===== src/rtl/gb_cfg_slave.sv =====
// GB-side responder to the CCU global-buffer configuration handshake.
// Checks bank allocation, publishes region bases and runs the layer loop counters.
module gb_cfg_slave #(
  parameter  int unsigned NUM_BANK   = 16,
  parameter  int unsigned BANK_IDX_W = 4,
  localparam int unsigned TOT_W      = 4,
  localparam int unsigned LOOP_WEI_W = 12,
  localparam int unsigned LOOP_ACT_W = 8,
  localparam int unsigned SUM_W      = 6
) (
  input  logic                  clk,
  input  logic                  rst_n,
  input  logic                  CFGGB_val,
  input  logic [BANK_IDX_W-1:0] CFGGB_num_alloc_wei,
  input  logic [BANK_IDX_W-1:0] CFGGB_num_alloc_flgwei,
  input  logic [BANK_IDX_W-1:0] CFGGB_num_alloc_flgact,
  input  logic [BANK_IDX_W-1:0] CFGGB_num_alloc_act,
  input  logic [TOT_W-1:0]      CFGGB_num_total_flgwei,
  input  logic [TOT_W-1:0]      CFGGB_num_total_flgact,
  input  logic [TOT_W-1:0]      CFGGB_num_total_act,
  input  logic [LOOP_WEI_W-1:0] CFGGB_num_loop_wei,
  input  logic [LOOP_ACT_W-1:0] CFGGB_num_loop_act,
  input  logic                  CCUGB_pullback_wei,
  input  logic                  CCUGB_reset_all,
  input  logic                  wei_pass_done,
  input  logic                  act_pass_done,
  output logic                  GBCFG_rdy,
  output logic [BANK_IDX_W-1:0] base_wei,
  output logic [BANK_IDX_W-1:0] base_flgwei,
  output logic [BANK_IDX_W-1:0] base_flgact,
  output logic [BANK_IDX_W-1:0] base_act,
  output logic [TOT_W-1:0]      tot_flgwei,
  output logic [TOT_W-1:0]      tot_flgact,
  output logic [TOT_W-1:0]      tot_act,
  output logic [LOOP_WEI_W-1:0] cnt_loop_wei,
  output logic [LOOP_ACT_W-1:0] cnt_loop_act,
  output logic                  wei_rewind,
  output logic                  cfg_err,
  output logic                  layer_done,
  output logic                  busy
);

  typedef enum logic [2:0] {IDLE, CHECK, RUN, DONE, ERR} state_t;

  state_t st_q, st_d;

  logic [BANK_IDX_W-1:0] alloc_wei_q, alloc_flgwei_q, alloc_flgact_q, alloc_act_q;
  logic [LOOP_WEI_W-1:0] loop_wei_q;
  logic [LOOP_ACT_W-1:0] loop_act_q;

  logic             accept_c;
  logic [SUM_W-1:0] sum_c;
  logic             alloc_bad_c;
  logic             loops_done_c;

  assign accept_c = (st_q == IDLE) && CFGGB_val && GBCFG_rdy && !CCUGB_reset_all;
  assign sum_c    = SUM_W'(alloc_wei_q) + SUM_W'(alloc_flgwei_q)
                  + SUM_W'(alloc_flgact_q) + SUM_W'(alloc_act_q);
  assign alloc_bad_c = (alloc_wei_q == '0) || (alloc_flgwei_q == '0) ||
                       (alloc_flgact_q == '0) || (alloc_act_q == '0) ||
                       (sum_c > SUM_W'(NUM_BANK));
  // A zero loop count is complete from the start
  assign loops_done_c = (cnt_loop_wei >= loop_wei_q) && (cnt_loop_act >= loop_act_q);

  always_ff @(posedge clk or negedge rst_n) begin
    if (!rst_n) st_q <= IDLE;
    else        st_q <= st_d;
  end

  always_comb begin
    st_d = st_q;
    if (CCUGB_reset_all) begin
      st_d = IDLE;
    end else begin
      case (st_q)
        IDLE:    if (accept_c) st_d = CHECK;
        CHECK:   st_d = alloc_bad_c ? ERR : RUN;
        RUN:     if (loops_done_c) st_d = DONE;
        DONE:    st_d = IDLE;
        ERR:     st_d = ERR;
        default: st_d = IDLE;
      endcase
    end
  end

  // Config latch, bases, loop counters and registered status outputs
  always_ff @(posedge clk or negedge rst_n) begin
    if (!rst_n) begin
      GBCFG_rdy      <= 1'b1;
      busy           <= 1'b0;
      layer_done     <= 1'b0;
      wei_rewind     <= 1'b0;
      cfg_err        <= 1'b0;
      alloc_wei_q    <= '0;
      alloc_flgwei_q <= '0;
      alloc_flgact_q <= '0;
      alloc_act_q    <= '0;
      loop_wei_q     <= '0;
      loop_act_q     <= '0;
      tot_flgwei     <= '0;
      tot_flgact     <= '0;
      tot_act        <= '0;
      base_wei       <= '0;
      base_flgwei    <= '0;
      base_flgact    <= '0;
      base_act       <= '0;
      cnt_loop_wei   <= '0;
      cnt_loop_act   <= '0;
    end else begin
      GBCFG_rdy  <= (st_d == IDLE);
      busy       <= (st_d == CHECK) || (st_d == RUN);
      layer_done <= (st_d == DONE);
      wei_rewind <= !CCUGB_reset_all && (st_q == RUN) && CCUGB_pullback_wei;
      if (CCUGB_reset_all) begin
        cfg_err        <= 1'b0;
        alloc_wei_q    <= '0;
        alloc_flgwei_q <= '0;
        alloc_flgact_q <= '0;
        alloc_act_q    <= '0;
        loop_wei_q     <= '0;
        loop_act_q     <= '0;
        tot_flgwei     <= '0;
        tot_flgact     <= '0;
        tot_act        <= '0;
        base_wei       <= '0;
        base_flgwei    <= '0;
        base_flgact    <= '0;
        base_act       <= '0;
        cnt_loop_wei   <= '0;
        cnt_loop_act   <= '0;
      end else begin
        if (accept_c) begin
          alloc_wei_q    <= CFGGB_num_alloc_wei;
          alloc_flgwei_q <= CFGGB_num_alloc_flgwei;
          alloc_flgact_q <= CFGGB_num_alloc_flgact;
          alloc_act_q    <= CFGGB_num_alloc_act;
          loop_wei_q     <= CFGGB_num_loop_wei;
          loop_act_q     <= CFGGB_num_loop_act;
          tot_flgwei     <= CFGGB_num_total_flgwei;
          tot_flgact     <= CFGGB_num_total_flgact;
          tot_act        <= CFGGB_num_total_act;
          cnt_loop_wei   <= '0;
          cnt_loop_act   <= '0;
        end
        if (st_q == CHECK) begin
          if (alloc_bad_c) begin
            cfg_err <= 1'b1;
          end else begin
            // Partial sums stay within 15 when the total is legal
            base_wei    <= '0;
            base_flgwei <= alloc_wei_q;
            base_flgact <= BANK_IDX_W'(alloc_wei_q + alloc_flgwei_q);
            base_act    <= BANK_IDX_W'(alloc_wei_q + alloc_flgwei_q + alloc_flgact_q);
          end
        end
        if (st_q == RUN) begin
          if (wei_pass_done && (cnt_loop_wei < loop_wei_q))
            cnt_loop_wei <= cnt_loop_wei + LOOP_WEI_W'(1);
          if (act_pass_done && (cnt_loop_act < loop_act_q))
            cnt_loop_act <= cnt_loop_act + LOOP_ACT_W'(1);
        end
      end
    end
  end

endmodule


===== config.mk =====
export PLATFORM = sky130hd
export DESIGN_NAME = gb_cfg_slave
export DESIGN_NICKNAME = d
export VERILOG_FILES = /design/src/rtl/gb_cfg_slave.sv
export SDC_FILE = /design/constraint.sdc
export NUM_CORES = 1
export LEC_CHECK = 0
export ABC_AREA = 1
export ABC_CLOCK_PERIOD_IN_PS = 3200
export CAP_MARGIN = 10
export CORE_ASPECT_RATIO = 0.7
export CORE_MARGIN = 2
export CORE_UTILIZATION = 44
export CTS_CLUSTER_SIZE = 25
export DETAILED_ROUTE_END_ITERATION = 8
export PLACE_DENSITY_LB_ADDON = 0.2
export SYNTH_ARGS = -nofsm -noshare
export SYNTH_HDL_FRONTEND = slang
export SYNTH_SLANG_ARGS = --single-unit

===== constraint.sdc =====
create_clock -name clk -period 3.2 [get_ports clk]
set_input_delay 0.32 -clock clk [delete_from_list [all_inputs] [get_ports clk]]
set_output_delay 0.32 -clock clk [all_outputs]
set_load 0.01 [all_outputs]

# Yosys cells after proc, flatten, opt, wreduce, memory -nomap -nowiden
# Cells that the tools add are included.
# W data, S select, Z words.
[word_totals]
reg_bits = 92
input_bits = 55
output_inout_bits = 53
wordCells = 111
[classes]
addsub = 7
n_lt_le_gt_ge = 5
eq_ne = 7
muxes = 46
reduce_logical = 25
[op_table]
columns = ["op", "count"]
rows = [
  ["$mux W4", 26],
  ["$mux W12", 6],
  ["$mux W8", 6],
  ["$logic_not A4 Y1", 4],
  ["$add A12 B1 Y12 const B", 1],
  ["$ge A12 B12 Y1", 1],
  ["$lt A12 B12 Y1", 1],
  ["$mux W3", 4],
  ["$pmux W3 S4", 1],
  ["$eq A3 B2 Y1 const B", 3],
  ["$add A4 B4 Y4", 2],
  ["$add A8 B1 Y8 const B", 1],
  ["$ge A8 B8 Y1", 1],
  ["$logic_and A1 B1 Y1", 8],
  ["$lt A8 B8 Y1", 1],
  ["$add A5 B4 Y6", 1],
  ["$add A6 B4 Y6", 1],
  ["$eq A3 B1 Y1 const B", 2],
  ["$gt A6 B5 Y1 const B", 1],
  ["$logic_not A3 Y1", 2],
  ["$reduce_bool A2 Y1", 3],
  ["$add A4 B4 Y5", 1],
  ["$logic_or A1 B1 Y1", 5],
  ["$reduce_and A2 Y1", 2],
  ["other kinds (4)", 6],
]

# Depth between registers and ports, before layout
[depth]
word_depth = 10
depth_mapped = 17
depth_no_buf = 17

# Worst setup path before layout
# OpenSTA, ideal clock, no wires.
[synth_timing]
path_kind = "reg-to-reg"
from = "register alloc_wei_q[1]"
to = "register base_flgact[3]"
setup_ns = 0.074
arrival_ns = 3.013
required_ns = 3.126
setup_slack_ns = 0.113
path_stages_with_launch = 15
n_path_buf = 0
synth_period_minus_slack_ns = 3.087
cell_sequence = "dfrtp_1 inv_1 fa_1 inv_1 fa_1 ha_1 inv_1 fa_1 nor3b_1 nand2_1 nand3_2 nand3_4 nor2_8 inv_4 o21ai_2"
[synth_via]
elab_chain_len = 7
word_cells_on_any_way = 15
cone_classes = "add/sub: 4; order compare: 1; eq/ne: 1; mux: 3; reduce/logical: 6"
[synth_lines]
columns = ["element", "line_no", "source"]
rows = [
  ["start, declared", "47", "logic [BANK_IDX_W-1:0] alloc_wei_q, alloc_flgwei_q, alloc_flgact_q, alloc_act_q;"],
  ["start signal, assigned", "133", "alloc_wei_q <= CFGGB_num_alloc_wei;"],
  ["$add A4 B4 Y5 / $logic_not A4 Y1 (equally long branches)", "57, 59", ""],
  ["$add A5 B4 Y6 / $logic_or A1 B1 Y1 (equally long branches)", "58, 59", ""],
  ["$add A6 B4 Y6 / $logic_or A1 B1 Y1 (equally long branches)", "58, 59", ""],
  ["$gt A6 B5 Y1 / $logic_or A1 B1 Y1 (equally long branches)", "61, 60", ""],
  ["$logic_or A1 B1 Y1", "60", "(alloc_flgact_q == '0) || (alloc_act_q == '0) ||"],
  ["$ne A2 B2 Y1 (no line)", "-", ""],
  ["$reduce_and A2 Y1 (no line)", "-", ""],
  ["end signal, assigned", "152", "base_flgact <= BANK_IDX_W'(alloc_wei_q + alloc_flgwei_q);"],
  ["end, declared", "30", "output logic [BANK_IDX_W-1:0] base_flgact,"],
]
# Several ways; a longest one is shown, not always the timed one. The select of a mux whose other input is x is not followed.
# A chain may end at the register's enable or synchronous reset.

# Final worst setup path
[layout_timing]
from = "register alloc_flgact_q[1]"
to = "register base_flgact[3]"
[layout_via]
elab_chain_len = 6
word_cells_on_any_way = 9
cone_classes = "add/sub: 2; order compare: 1; eq/ne: 1; reduce/logical: 5"
[layout_lines]
columns = ["element", "line_no", "source"]
rows = [
  ["start, declared", "47", ""],
  ["start signal, assigned", "135", "alloc_flgact_q <= CFGGB_num_alloc_flgact;"],
  ["$add A5 B4 Y6 / $logic_not A4 Y1 (equally long branches)", "58, 60", ""],
  ["$add A6 B4 Y6 / $logic_or A1 B1 Y1 (equally long branches)", "58, 59", ""],
  ["$gt A6 B5 Y1 / $logic_or A1 B1 Y1 (equally long branches)", "61, 60", ""],
  ["$logic_or A1 B1 Y1 *", "60", ""],
  ["$ne A2 B2 Y1 (no line) *", "-", ""],
  ["$reduce_and A2 Y1 (no line) *", "-", ""],
]
# Every way passes the cells marked *; elsewhere a longest branch is shown, timed or not.

==> results.sh <==
export IMPL_crit_top_cell="fa_1"
export IMPL_core_mm2=0.0112
export IMPL_critPathRequiredTime_ns=3.48
export IMPL_crit_type="flip-flop to flip-flop"
export IMPL_die_height_um=94.2
export IMPL_vias=4376
export IMPL_rsz0062_at_grt="yes"
export IMPL_h_tree_depth=3
export IMPL_powerDensity_mw_per_mm2=447
export IMPL_n_antenna_cell=0
export IMPL_grt_pass1_wl_um=21700
export IMPL_drive_gt1_frac=0.105
export IMPL_setup_viol=0
export IMPL_max_cap_violations=0
export IMPL_rr_worst_depth=14
export IMPL_wl_met2_um=5580
export IMPL_endpoint_kind="flip-flop"
export IMPL_antenna_found_initial=0
export IMPL_clk_pin_slew_ns=0.06
export IMPL_critical_path_slowest_cell="fa_1"
export IMPL_final_common_cell="nand2_1"
export IMPL_boundaryPins=108
export IMPL_dp_worst_setup_slack_ns=0.0120
export IMPL_fp_dieW_um=133
export IMPL_wl_per_cell_um=14.5
export IMPL_crit_fanout=8
export IMPL_synth_cells=612
export IMPL_skew_ns=0.00969
export IMPL_route_detailed_drc=0
export IMPL_area_delta_synth_final_pct=30.6
export IMPL_ir_worst_vdd_uv=283
export IMPL_internal_power_uw=2140
export IMPL_placed_cell_area_mm2=0.00629
export IMPL_max_freq_mhz=322
export IMPL_highest_layer="met4"
export IMPL_total_power_uw=2990
export IMPL_worstPathArrival_ns=3.38
export IMPL_netSwitchingPower_uw=846
export IMPL_final_setup_tns_ns=0
export IMPL_placedCellCount=859
export IMPL_hold_viol_final=0
export IMPL_grt_start_max_net_pins=44
export IMPL_cts_buffers=9
export IMPL_gp_congestion=0.825
export IMPL_drv_slew=0
export IMPL_mostFrequentLayoutCells="166 x nand2_1, 102 x clkdlybuf4s50_1, 87 x dfrtp_1"
export IMPL_globalRouteOverflowTotal=0
export IMPL_layout_nets=820
export IMPL_final_cells=878
export IMPL_crit_path_max_incr_delay_ns=0.51
export IMPL_status="complete, no violations"
export IMPL_ys_types=43
export IMPL_ys_seq_area_frac=0.431
export IMPL_netlist_area_mm2=0.00512
export IMPL_drt_iter0_markers=366
export IMPL_syn_area_per_cell_um2=8.36
export IMPL_initial_core_util=0.458
export IMPL_viasPerCell=4.98
export IMPL_wl_met3_um=810
export IMPL_p_clk_frac=0.386
export IMPL_period_needed_ns=3.11
export IMPL_clockBufferDepth=2
export IMPL_clk_latency_ns=0.35
export IMPL_postRouteWirelength_um=12700
export IMPL_grt_pass1_vias=4422
export IMPL_p_comb_frac=0.209
export IMPL_postRouteAntennaNets=0
export IMPL_ys_warnings_count=0
export IMPL_dp_hpwl_um=9510
export IMPL_crit_chain="inv_1, fa_1, inv_2, fa_1, ha_2, inv_2, fa_1, nor3b_2, nand2_1, nand3_4, nand3_4, nor2_8, inv_8, o21ai_2"
export IMPL_postLayoutCellArea_mm2=0.00668
export IMPL_swShare=0.283
export IMPL_drt_pre_antenna_iters=5
export IMPL_holdCritPathClass="input port to async pin"
export IMPL_p_leak_uw=0.00320
export IMPL_rows=32
export IMPL_dieArea_mm2=0.0125
export IMPL_root_buffer="clkbuf_16"
export IMPL_worst_setup_path_start_kind="flip-flop"
export IMPL_wl_met1_um=6160
export IMPL_relSlewSlack=0.506
export IMPL_grt_usage=0.220
export IMPL_cts_tree="done"
export IMPL_p_seq_frac=0.405
export IMPL_clock_sinks=88
export IMPL_ys_ff_latch=88
export IMPL_io_buffers=103
export IMPL_fin_crit_sh=0.970
export IMPL_fin_ws_ns=0.0948
export IMPL_worst_slew_pin_transition_ns=0.740
==> stage by stage <==
stage / hold slack (ns) / utilization
after floorplan: 0.0244 / -
after global placement: 0.298 / 0.563
after detailed placement: 0.303 / 0.563
after CTS: 0.475 / 0.594
after global routing: 0.513 / 0.598
final: 0.456 / 0.598
==> power groups by stage <==
| stage | Clock, uW | Combinational (uW) | Sequential (uW) |
|---|---|---|---|
| 3_3_place_gp | 0 | 578 | 1230 |
| 3_5_place_dp | 0 | 602 | 1230 |
| 5_1_grt | 1210 | 702 | 1220 |
| 2_1_floorplan | 0 | 351 | 1230 |
| 6_report | 1150 | 625 | 1210 |
| 4_1_cts | 1170 | 621 | 1210 |
==> critical path: cells and delay by family, from the launching register on <==
| family | cells | cell delay (ns) |
|---|---|---|
| compound gates | 1 | 0.12 |
| fa+ha+maj | 4 | 1.67 |
| buf+inv | 4 | 0.23 |
| flops | 1 | 0.37 |
| simple gates | 5 | 0.64 |
==> cells by family after synthesis <==
logic type      count (synthesis)  share of synthesized area
fa+ha+maj                      44                      0.122
xor+xnor                        5                    0.00856
flops                          88                      0.431
compound gates                 84                     0.0964
buf+inv                       109                     0.0902
other cells                     1                   0.000733
simple gates                  281                      0.251
==> synthesized netlist by cell type (all sizes together) <==
cell type | number | share of area
nor3 | 8 | 0.011
o21bai | 1 | 0.0015
nand3 | 48 | 0.054
nor3b | 2 | 0.0029
a21o | 2 | 0.0029
xnor2 | 4 | 0.0068
o2111ai | 2 | 0.0034
fa | 10 | 0.039
a31oi | 2 | 0.0054
inv | 86 | 0.064
clkbuf | 2 | 0.0015
nor2 | 42 | 0.040
dfrtp | 87 | 0.43
a21boi | 1 | 0.0015
a21oi | 27 | 0.026
ha | 34 | 0.083
nand4 | 8 | 0.014
o21ai | 48 | 0.053
xor2 | 1 | 0.0017
buf | 21 | 0.025
or2 | 2 | 0.0024
and2 | 1 | 0.0012
nand2 | 170 | 0.13
conb | 1 | 0.00073
dfstp | 1 | 0.0051
a211oi | 1 | 0.0024
==> worst paths after layout <==
kind	startpoint	to	slack [ns]
worst max-delay path	alloc_flgact_q[1]	base_flgact[3]	0.09
worst min-delay path	rst_n	loop_wei_q[7]	0.46
worst max register to register	alloc_flgact_q[1]	base_flgact[3]	0.09
worst min register to register	base_flgwei[3]	base_flgwei[3]	0.49
max in group asynchronous	rst_n	GBCFG_rdy	1.98
min in group clk	base_flgwei[3]	base_flgwei[3]	0.49
==> per-layer routing <==
layer,track usage,vias to the layer above
li1,-,2156
met4,0.0600,0
met2,0.340,122
met5,0,-
met1,0.311,2084
met3,0.0523,14
==> layout make-up <==
cell class                 count  area (um2)
clock inverter                 5        81.3
inverter                      86         330
sequential                    88        2200
tap                          153         191
multi-input combinational    418        2480
fill                         944        4490
timing repair buffer         118        1160
clock buffer                  10         239
==> what timing repair did <==
item                       4_1_cts  5_1_grt
hold endpoints to repair        30        0
setup endpoints to repair        1       14
buffers inserted                 0        3
hold buffers                     1        0
pin swaps                        2        4
resized for setup                2        8
==> registers in the layout, indices dropped and copies added (netlist names), 3 cells and up <==
| register | cells |
|---|---|
| st_q | 3 |
| base_act | 4 |
| tot_flgwei | 4 |
| alloc_flgwei_q | 4 |
| alloc_act_q | 4 |
| alloc_flgact_q | 4 |
| loop_wei_q | 12 |
| tot_flgact | 4 |
| alloc_wei_q | 4 |
| base_flgwei | 4 |
| tot_act | 4 |
| loop_act_q | 8 |
| cnt_loop_act | 8 |
| base_flgact | 4 |
| cnt_loop_wei | 12 |
Note: power is estimated with default switching activity, not from simulation.
